## src/rtl/sfifo_ctrl_pkg.sv

```systemverilog
`default_nettype none
// ============================================================================
//  Module      : sfifo_ctrl_pkg
//  Description : Shared types for the single-clock FIFO controller.
//                ostate_t encodes the output-stage state; its single bit is
//                the out_valid flag itself.
//  Revision    : 1.0  initial release
// ============================================================================
package sfifo_ctrl_pkg;

  // Output-stage state: bit value doubles as out_valid.
  typedef enum logic [0:0] {
    ST_EMPTY = 1'b0,
    ST_VALID = 1'b1
  } ostate_t;

endpackage : sfifo_ctrl_pkg
`default_nettype wire

```

## src/rtl/fifomem.sv

```systemverilog
`default_nettype none
// ============================================================================
//  Module      : fifomem
//  Description : Dual-port FIFO storage array. Synchronous write on wclk,
//                asynchronous (combinational) read so the controller can
//                capture the head word into its output register on the same
//                edge that advances the read pointer.
//  Ports       : rdata  - word at raddr (combinational)
//                wdata  - write word
//                waddr  - write address
//                raddr  - read address
//                wclken - write enable
//                wfull  - write blocked when set
//                wclk   - write clock
//  Revision    : 1.0  initial release
// ============================================================================
module fifomem #(
  parameter int    DATASIZE = 32,
  parameter int    ADDRSIZE = 4,
  parameter string RAM_TYPE = "distributed"
) (
  output logic [DATASIZE-1:0] rdata,
  input  logic [DATASIZE-1:0] wdata,
  input  logic [ADDRSIZE-1:0] waddr,
  input  logic [ADDRSIZE-1:0] raddr,
  input  logic                wclken,
  input  logic                wfull,
  input  logic                wclk
);

  localparam int DEPTH = 1 << ADDRSIZE;

  // Array contents are never reset; the controller's pointers define which
  // entries are meaningful.
  generate
    if (RAM_TYPE == "block") begin : g_block
      (* ram_style = "block" *) logic [DATASIZE-1:0] r_mem [DEPTH];

      always_ff @(posedge wclk) begin
        if (wclken && !wfull) r_mem[waddr] <= wdata;
      end

      assign rdata = r_mem[raddr];
    end else begin : g_dist
      (* ram_style = "distributed" *) logic [DATASIZE-1:0] r_mem [DEPTH];

      always_ff @(posedge wclk) begin
        if (wclken && !wfull) r_mem[waddr] <= wdata;
      end

      assign rdata = r_mem[raddr];
    end
  endgenerate

endmodule : fifomem
`default_nettype wire

```

## src/rtl/sfifo_ctrl.sv

```systemverilog
`default_nettype none
// ============================================================================
//  Module      : sfifo_ctrl
//  Description : Single-clock FIFO controller around one fifomem instance.
//                Ready/valid on both sides, registered output stage, binary
//                wrap pointers, occupancy count and synchronous flush.
//                Capacity is DEPTH words in memory plus one in the output
//                register.
//  Ports       : clk         - clock, rising edge
//                rst_n       - asynchronous active-low reset
//                flush       - synchronous clear, highest priority
//                in_data     - write word
//                in_valid    - producer offers in_data
//                in_ready    - controller accepts (from registers and flush)
//                out_data    - registered head word
//                out_valid   - out_data is valid
//                out_ready   - consumer takes the head word
//                count       - words held (memory + output stage)
//                almost_full - count >= AFULL_THRESH
//  Revision    : 1.0  initial release
// ============================================================================
module sfifo_ctrl
  import sfifo_ctrl_pkg::*;
#(
  parameter int    DATASIZE     = 32,
  parameter int    ADDRSIZE     = 4,
  parameter string RAM_TYPE     = "distributed",
  parameter int    AFULL_THRESH = (1 << ADDRSIZE) - 1
) (
  input  logic                clk,
  input  logic                rst_n,
  input  logic                flush,
  input  logic [DATASIZE-1:0] in_data,
  input  logic                in_valid,
  output logic                in_ready,
  output logic [DATASIZE-1:0] out_data,
  output logic                out_valid,
  input  logic                out_ready,
  output logic [ADDRSIZE:0]   count,
  output logic                almost_full
);

  localparam int          PTRW    = ADDRSIZE + 1;
  localparam logic [31:0] C_AFULL = 32'(AFULL_THRESH);

  logic [PTRW-1:0]     r_wptr;
  logic [PTRW-1:0]     r_rptr;
  ostate_t             r_state;
  logic [DATASIZE-1:0] r_out_data;

  logic [PTRW-1:0]     w_mem_cnt;
  logic                w_mem_empty;
  logic                w_mem_full;
  logic                w_wclken;
  logic                w_pop;
  logic                w_load;
  logic [DATASIZE-1:0] w_rdata;

  // --------------------------------------------------------------------------
  // Pointer comparisons. The extra MSB distinguishes full from empty when the
  // address bits coincide.
  // --------------------------------------------------------------------------
  assign w_mem_cnt   = r_wptr - r_rptr;
  assign w_mem_empty = (r_wptr == r_rptr);
  assign w_mem_full  = (r_wptr[PTRW-1] != r_rptr[PTRW-1]) &&
                       (r_wptr[PTRW-2:0] == r_rptr[PTRW-2:0]);

  // in_ready never looks at in_valid, so no combinational loop can form
  // through a producer that waits for ready.
  assign in_ready  = !w_mem_full && !flush;
  assign w_wclken  = in_valid && in_ready;

  assign out_valid = (r_state == ST_VALID);
  assign out_data  = r_out_data;
  assign w_pop     = out_valid && out_ready;

  // The output register is (re)loaded whenever it is empty or being popped
  // and memory has a word; the read uses the pre-edge rptr, so a word written
  // this cycle is never visible until the following edge.
  assign w_load    = !w_mem_empty && ((r_state == ST_EMPTY) || w_pop);

  assign count       = w_mem_cnt + PTRW'(out_valid);
  assign almost_full = (32'(count) >= C_AFULL);

  // --------------------------------------------------------------------------
  // Storage
  // --------------------------------------------------------------------------
  fifomem #(
    .DATASIZE (DATASIZE),
    .ADDRSIZE (ADDRSIZE),
    .RAM_TYPE (RAM_TYPE)
  ) u_fifomem (
    .rdata  (w_rdata),
    .wdata  (in_data),
    .waddr  (r_wptr[ADDRSIZE-1:0]),
    .raddr  (r_rptr[ADDRSIZE-1:0]),
    .wclken (w_wclken),
    .wfull  (w_mem_full),
    .wclk   (clk)
  );

  // --------------------------------------------------------------------------
  // Write pointer. Flush has priority; w_wclken is already 0 during flush.
  // --------------------------------------------------------------------------
  always_ff @(posedge clk or negedge rst_n) begin
    if (!rst_n) begin
      r_wptr <= '0;
    end else if (flush) begin
      r_wptr <= '0;
    end else if (w_wclken) begin
      r_wptr <= r_wptr + 1'b1;
    end
  end

  // --------------------------------------------------------------------------
  // Output stage and read pointer. On a pop with memory empty the state
  // drops to EMPTY but out_data keeps its last value.
  // --------------------------------------------------------------------------
  always_ff @(posedge clk or negedge rst_n) begin
    if (!rst_n) begin
      r_rptr     <= '0;
      r_state    <= ST_EMPTY;
      r_out_data <= '0;
    end else if (flush) begin
      r_rptr     <= '0;
      r_state    <= ST_EMPTY;
    end else begin
      case (r_state)
        ST_EMPTY: begin
          if (w_load) begin
            r_out_data <= w_rdata;
            r_rptr     <= r_rptr + 1'b1;
            r_state    <= ST_VALID;
          end
        end
        ST_VALID: begin
          if (w_load) begin
            r_out_data <= w_rdata;
            r_rptr     <= r_rptr + 1'b1;
          end else if (w_pop) begin
            r_state    <= ST_EMPTY;
          end
        end
        default: r_state <= ST_EMPTY;
      endcase
    end
  end

endmodule : sfifo_ctrl
`default_nettype wire

```

## config.mk

```make
export PLATFORM = sky130hd
export DESIGN_NAME = sfifo_ctrl
export DESIGN_NICKNAME = d
export VERILOG_FILES = /design/src/rtl/sfifo_ctrl_pkg.sv /design/src/rtl/fifomem.sv /design/src/rtl/sfifo_ctrl.sv
export SDC_FILE = /design/constraint.sdc
export NUM_CORES = 1
export LEC_CHECK = 0
export CORE_ASPECT_RATIO = 1.25
export CORE_MARGIN = 2
export CORE_UTILIZATION = 65
export CTS_CLUSTER_DIAMETER = 100
export DETAILED_ROUTE_END_ITERATION = 8
export PLACE_DENSITY = 0.84
export SETUP_SLACK_MARGIN = 0.2
export SLEW_MARGIN = 15
export SYNTH_ARGS = -nofsm -noshare
export SYNTH_HDL_FRONTEND = slang
export SYNTH_HIERARCHICAL = 1
export SYNTH_SLANG_ARGS = --single-unit
export TNS_END_PERCENT = 10
```

## constraint.sdc

```tcl
create_clock -name clk -period 10.46 [get_ports clk]
set_input_delay 1.569 -clock clk [delete_from_list [all_inputs] [get_ports clk]]
set_output_delay 1.569 -clock clk [all_outputs]
set_load 0.01 [all_outputs]
```

==> results.txt, run 1 <==
The flow ran to the end, and the final reports show no timing, DRC or antenna violations. The overall global routing resource usage is 28.02%. The largest net degree at the start of global routing is between 90 and 100.

The via count of the first global-routing pass was 11030. The number of gates resized after CTS came out at 0. The fmax is 187.2 MHz.

The main flop type after synthesis is edfxtp_1. Across all hold checks on the routed design, the worst slack comes to between 0.5 and 0.6 ns. The startpoint of the worst register-to-register path is r_rptr[1]$_DFFE_PN0P_. The final weighted congestion in routability-driven placement came out at 0.7327. The internal power contribution is 4.208 mW. The number of H-tree levels is 2. The synthesis warning total is 6. For this configuration, the core starts out at a cell density of 65.67%. After the last flow step, the layout net total stands at about 1100. The signal on the critical path passes through inv_1, ha_1, fa_1, a21o_1, a21oi_1, xnor2_1, a41o_1, clkdlybuf4s50_1. The slowest stage of the critical path is the dfrtp_4 cell. The detailed router placed 10400 vias in this run.

The worst reg-to-reg setup slack is 5.85 ns. In this run the most critical hold path is launched from out_data[2]$_DFFE_PN0P_. For the worst setup path, the data arrival time is 3.77 ns. The TritonCTS clock tree is built. The power dissipated by switching net loads came out at 1.399 mW. Counting flops with an async set or reset pin after synthesis yields a share of under 10%. In this run the worst path has a maximum fanout of 73. The die outline area came out at 34310 sq um.

The total number of placement rows came out at 74. The power density over cell area is 230.8 nW/um^2. The clock group share of total power is approximately 32%.

The share of the synthesized area in the top cell type is around 72%. The transition time of the tightest slew-check pin came out at between 1 and 1.5 ns. The analysis attributes to cell leakage a power of a little under 8 nW. The number of top-level pins came out at between 70 and 80. The sequential share of the synthesized area is 77.09%.

The final total negative setup slack is 0 ns. The remaining number of nets flagged by the antenna check after routing is 0. The setup clock skew after layout came out at 0.01922 ns.

After synthesis, the cell types taking the most area are edfxtp_1 72%, mux4_2 14%, dfrtp_1 5.0%. The required arrival time at the worst endpoint came out at 8.89 ns. The number of enable flip-flop cells after synthesis is 512. The number of pins with negative max-slew slack in the final report was 0. The detailed-route wire length per cell came out at between 30 and 40 microns. The largest vdd supply drop came out at 0.1745 mV. Leaving out fill and tap cells, the most frequent cell in the layout is edfxtp_1. In this run switching power makes up between 20% and 30% of total power. The path with the worst hold slack has its endpoint at out_data[2]$_DFFE_PN0P_. The standard cell core area came out at around 32000 sq um.

The share of cells above drive strength 1 came out at 25.00%. In the routed design, unresolved DRC markers number 0. The number of instances in the synthesized netlist came out at 954.

The initial antenna violation count is 0. The total wire length after detailed routing is approximately 47000 microns. Setup repair after global routing left no endpoint under its margin. Clock tree synthesis inserted a total of 49 buffers. The share of power burned in registers is 47.1%. The cell at the root of the clock tree is clkbuf_16. The final hold violation count is 0. The tightest slew margin relative to the limit is 20.09%. The power share of the combinational group is around a fifth. The first-pass iteration count of the detailed router came out at 7. The synthesized netlist net count is about 1000. The maximum buffer depth of the clock tree is 3. The total of buffers placed on input and output ports came out at 76. The post-route minimum period came out at about 5.3 ns.

The layout has ~1600 filler cells. The largest area contributor in the netlist is edfxtp_1. The cell family contributing the most delay on the critical path is flip-flops. The tree built by TritonCTS fans out to 555 sinks. The number of buffers inserted for hold repair after clock tree synthesis came out at 0.

The post-route total power is 5.606 mW. After clock tree synthesis, the clock-pin slew on the worst setup and hold paths is ~0.060 ns. The setup violation total in the final timing report is 0.

The setup slack of the critical path after layout came out at ~5 ns. The reg-to-reg endpoint is u_fifomem/g_dist.r_mem[12][14]$_DFFE_PP_. The critical path buffer and inverter count came out at 2. The register bit count reported by yosys is 555.

Counting instances, the worst hold path has a depth of 1. In the layout the commonest cells are 512 x edfxtp_1, 128 x mux4_2, 75 x clkdlybuf4s50_1. The first global-routing pass estimated 70120 microns of wire.

The depth of the worst register-to-register path came out at 8. Summed over all layers, the global routing overflow is 0. The relative area change from synthesis to final layout came out at 13.84%. The setup path with the least slack is of type flop to output pin.

The number of antenna repair diodes is 0. The average size of a mapped cell came out at 22.37 sq um. From left edge to right edge, the die measures roughly 170 microns.

The clock insertion delay at the later pin of the skew report came out at 0.57 ns. The cell area after technology mapping came out at 21340 sq um. STA classifies the critical path startpoint as a flop. The detailed placement HPWL came out at 22640 microns. In the routed layout, each cell is associated on average with a via count of 6.902. STA classifies the critical path endpoint as an output pin. On the worst path, the slowest cell contributes a delay of 1.15 ns. Measured on the finished design, the core utilization comes to about three quarters.

The height of the die is between 200 and 250 microns. The class of the worst hold path is flop to flop. The number of DRC markers after the initial detailed-route iteration came out at roughly 1100. In the finished design, the share of the clock period the worst path needs comes to 51.08%. Post-CTS timing repair inserted 0 buffers for setup. The max-capacitance violation count came out at 0.

The post-placement worst setup slack is 5.683 ns. The distinct cell type count of the synthesized netlist came out at 39.
per-stage QoR:
step	cell area [sq um]	cells
2_1_floorplan	21340	954
3_3_place_gp	22590	1413
3_5_place_dp	22590	1413
4_1_cts	24200	1502
5_1_grt	24290	1506
6_report	24290	1506
logic make-up (layout without fill, tap and decap cells):
family          after synthesis  count (layout)  share of synthesized area [%]
flops                       555             555                          77.09
mux                         162             162                          15.82
simple gates                 81              81                          1.771
compound gates               80              80                          2.756
buf+inv                      53             187                          1.360
xor+xnor                     12              12                         0.5277
fa+ha+maj                    11              11                         0.6801
area by class of cell:
cell class	instances	area, sq um	share of cell area (%)
clock buffers	64	1344	5.531
repair buffers	92	953.4	3.924
flip-flops and latches	555	16460	67.74
well taps	418	523.0	2.153
clock inverters	25	261.5	1.076
inverters	6	22.52	0.09270
multi-input cells	346	4732	19.48
power groups by stage:
stage,registers [mW],clock network [mW],logic (mW)
floorplan,2.63,0,0.827
global placement,2.68,0,1.11
detailed placement,2.68,0,1.14
CTS,2.64,1.83,1.17
global route,2.65,1.90,1.23
finish,2.64,1.80,1.16
worst register-to-register path: cells and delay by family (launching register included):
kind                       cells  cell delay [ns]
DFF                            1             1.15
adders and majority gates      1             0.38
and+or+nand+nor                4             1.85
AOI/OAI and AO/OA              1             0.23
buffers and inverters          2             0.66
metal layers:
| layer | share of wire (%) | up-vias | routed length (microns) | GRT usage (%) |
|---|---|---|---|---|
| met5 | 0 | - | 0 | 0 |
| met4 | 3.5 | 0 | 1662 | 12.20 |
| met3 | 7.9 | 120 | 3756 | 4.805 |
| met2 | 53 | 598 | 25030 | 47.97 |
| met1 | 36 | 5492 | 16830 | 36.32 |
| li1 | - | 4185 | - | - |
synthesized netlist by cell type, types with 7 or more instances:
cell type,number
edfxtp_1,512
mux4_2,128
a22oi_1,64
dfrtp_1,43
nand2_1,35
mux2_4,30
nor2_1,24
clkbuf_1,18
buf_1,10
ha_1,10
buf_4,9
xnor2_1,8
buf_2,7
registers in the layout, summed over array words and instances, names as in the netlist:
register	flops
r_wptr	5
out_valid	1
out_data	32
r_rptr	5
u_fifomem/g_dist.r_mem	512
how the worst max path moves through the flow:
stage / startpoint / endpoint / slack [ns] / cells past startpoint
floorplan: flush / u_fifomem/g_dist.r_mem[0][0]$_DFFE_PP_ / 5.50 / 5
global placement: r_rptr[1]$_DFFE_PN0P_ / almost_full / 5.73 / 8
detailed placement: r_rptr[1]$_DFFE_PN0P_ / almost_full / 5.68 / 8
CTS: r_rptr[1]$_DFFE_PN0P_ / almost_full / 5.09 / 8
global route: r_rptr[1]$_DFFE_PN0P_ / almost_full / 4.96 / 8
finish: r_rptr[1]$_DFFE_PN0P_ / almost_full / 5.12 / 8
Note: power is estimated with default switching activity, not from simulation.
==> run 2, diff against run 1 <==
CORE_UTILIZATION = 61   (was 65)
PLACE_DENSITY = 0.8   (was 0.84)
clock period = 5.3 ns   (was 10.46 ns; I/O delays follow)
==> results.txt, run 2 (synthesized netlist as in run 1, its figures left out) <==
The TritonCTS sink count is 555 (unchanged). The via count of the first global-routing pass is 10790 (was 11030). The critical path depth in cells is 10 (was 8). The setup violation total in the final timing report came out at 0 (unchanged). The clock group share of total power came out at 32.6% (was 32.2%).

The number of remaining DRC errors came out at 0 (unchanged). The share of power burned in registers is 46.1% (was 47.1%). The register with the most flip-flops is u_fifomem/g_dist.r_mem (unchanged).

The global-route wire length before repair was 68240 microns (was 70120 microns). The remaining number of nets flagged by the antenna check after routing came out at 0 (unchanged). The category of the worst setup path capture point is an output pin (unchanged). The number of pins with negative max-slew slack in the final report was 0 (unchanged). The relative area change from synthesis to final layout is 14.19% (was 13.84%). Ordered list of cells on the worst path: inv_1, ha_1, inv_1, ha_1, fa_1, a21o_1, a21oi_1, xnor2_1, a41o_1, clkdlybuf4s50_1 (was inv_1, ha_1, fa_1, a21o_1, a21oi_1, xnor2_1, a41o_1, clkdlybuf4s50_1). The count of vias placed by the detailed router came to 10200 (was 10400). The final critical-path share of the clock period is between 80% and 90%.

The launching element of the worst setup path is r_wptr[0]$_DFFE_PN0P_ (was r_rptr[1]$_DFFE_PN0P_). The total of buffers placed on input and output ports is 76 (unchanged). The number of antenna repair diodes came out at 0 (unchanged).

The detailed-route wire length per cell came out at 28.62 microns (was 31.40 microns). The share of cells above drive strength 1 came out at 25.46% (was 25.00%). The height of the die is 213.1 microns (was 206.6 microns). The largest vdd supply drop came out at 0.4148 mV (was 0.1745 mV). The total wire length after detailed routing came to 44770 microns (was 47280 microns). The initial antenna violation count is 0 (unchanged). The cell with the largest stage delay on the worst path was dfrtp_1 (was dfrtp_4). The internal power contribution came out at 8.365 mW (was 4.208 mW). The count of fill cells added during filler insertion is 1951 (was 1621). The number of buffers inserted for hold repair after clock tree synthesis is 0 (unchanged).

The kind of critical path is flop to output pin (unchanged). The tightest slew margin relative to the limit was 17.21% (was 20.09%). The post-layout instance area is 24370 sq um (was 24290 sq um). The clock insertion delay at the later pin of the skew report is 0.56 ns (was 0.57 ns). The power dissipated by switching net loads came out at 2.724 mW (was 1.399 mW). The number of gates resized after CTS is 0 (unchanged). The largest net degree at the start of global routing came out at 126 (was 94).

The number of H-tree levels came out at 2 (unchanged). The total global routing overflow is 0 (unchanged). The commonest non-fill, non-tap cell in the layout is edfxtp_1 (unchanged). The class of the worst hold path was input pin to async pin (was flop to flop). The startpoint of the worst register-to-register path is r_rptr[1]$_DFFE_PN0P_ (unchanged).

The max-capacitance violation count is 0 (unchanged). The fmax came out at 233.1 MHz. The transition time of the tightest slew-check pin came to 1.239 ns (was 1.196 ns). The via-per-instance ratio is 6.523 (was 6.902). The kind of start point of the critical path is a flop (unchanged). The cell at the root of the clock tree is clkbuf_16 (unchanged).

The TritonCTS clock tree is built (unchanged). The sequential standard cell area came out at 16460 sq um (unchanged). The number of top-level pins is 77 (unchanged). RSZ-0062 raised after global routing: no (unchanged).

The post-route minimum period came out at between 4 and 5 ns. The final total negative setup slack came out at 0 ns (unchanged). The number of setup buffers added after CTS came out at 0 (unchanged). The peak per-stage delay on the critical path came out at 0.56 ns (was 1.15 ns). The post-place instance area came to 22720 sq um (was 22590 sq um). The first-pass iteration count of the detailed router came out at 5 (was 7). The setup clock skew after layout came to 0.008632 ns (was 0.01922 ns).

The cell family contributing the most delay on the critical path is adder cells (was flip-flops). The initial cell density of the core is 61.82% (was 65.67%). The clock-pin slew on the worst setup and hold paths is 0.06 ns (about the same). The critical path buffer and inverter count is 3 (was 2). The required arrival time at the worst endpoint came to 4.51 ns (was 8.89 ns).

The detailed placement HPWL came out at 23240 microns (was 22640 microns). The total number of placement rows is 76 (was 74). The final weighted congestion in routability-driven placement came to 0.8190 (was 0.7327). The depth of the worst register-to-register path came out at 9 (was 8). The maximum net fanout on the critical path came out at 10 (was 73).

The overall global routing resource usage was 25.85% (was 28.02%). The number of DRC markers after the initial detailed-route iteration is 1020 (was 1059). The total number of nets in the final design is 1103 (was 1098).

The final hold violation count is 0 (unchanged). Run status: complete, no violations (unchanged). Commonest cells after routing, fill and taps aside: 512 x edfxtp_1, 128 x mux4_2, 75 x clkdlybuf4s50_1 (unchanged).

The die outline area is 36510 sq um (was 34310 sq um). The total leakage power was 7.769 nW (was 7.732 nW). The switching share of total power is 24.56% (was 24.95%). The total area of multi-input combinational cells came out at 4732 sq um (unchanged).

The critical path arrival is 3.49 ns (was 3.77 ns). The power share of the combinational group is 21.3% (was 20.7%). The standard cell core area came to 34520 sq um (was 32500 sq um).

The flip-flop count of the largest register after layout was 512 (unchanged). The total CTS buffers is 50 (was 49). The die outline width is 171.3 microns (was 166.1 microns).

The power density over cell area came out at 455.0 nW/um^2 (was 230.8 nW/um^2). The maximum buffer depth of the clock tree came out at 3 (unchanged).
[run 2: layout make-up]
class | count | area share [%]
Tap cell | 468 | 2.403
Sequential cell | 555 | 67.54
Clock inverter | 28 | 1.073
Inverter | 6 | 0.09242
Timing Repair Buffer | 96 | 3.769
Clock buffer | 65 | 5.709
Multi-Input combinational cell | 346 | 19.42
[run 2: final timing paths]
path / slack (ns) / to
setup / recovery: 1.01 / almost_full
hold / removal: 0.35 / r_wptr[4]$_DFFE_PN0P_
setup reg to reg: 1.22 / u_fifomem/g_dist.r_mem[1][13]$_DFFE_PP_
hold reg to reg: 0.51 / out_data[8]$_DFFE_PN0P_
min in group clk: 0.51 / out_data[8]$_DFFE_PN0P_
max in group asynchronous: 4.44 / r_rptr[1]$_DFFE_PN0P_
[run 2: metrics by stage]
step           instances  worst slack, ns  hold WS, ns  power, mW  util (%)
3_5_place_dp        1471            1.211       0.4932      7.558     65.81
3_3_place_gp        1471            1.373       0.4917      7.514     65.81
2_1_floorplan        954           0.8272       0.4994      6.820         -
4_1_cts             1564           0.9841       0.3779      11.18     70.60
6_report            1564            1.011       0.3520      11.09     70.60
5_1_grt             1564           0.8626       0.4057      11.49     70.60
[run 2: power by group through the flow]
stage               Combinational (mW)  Clock, mW  Sequential, mW
floorplan                         1.63          0            5.19
global route                      2.53       3.83            5.14
detailed placement                2.35          0            5.20
CTS                               2.39       3.67            5.12
finish                            2.36       3.61            5.11
global placement                  2.32          0            5.20
[run 2: per-layer routing]
metal / part of all wire [%] / track usage (%) / vias up
met5: 0 / 0 / -
met4: 2.5 / 7.949 / 0
met3: 7.2 / 3.818 / 76
met2: 52 / 43.48 / 533
met1: 38 / 35.74 / 5395
li1: - / - / 4198
[run 2: worst reg2reg max path: cells and delay by family (launching register included)]
| family | cells | cell delay [ns] |
|---|---|---|
| AOI/OAI and AO/OA | 1 | 0.23 |
| adders and majority gates | 1 | 0.37 |
| DFF | 1 | 0.84 |
| buffers and inverters | 2 | 0.48 |
| and+or+nand+nor | 5 | 1.87 |
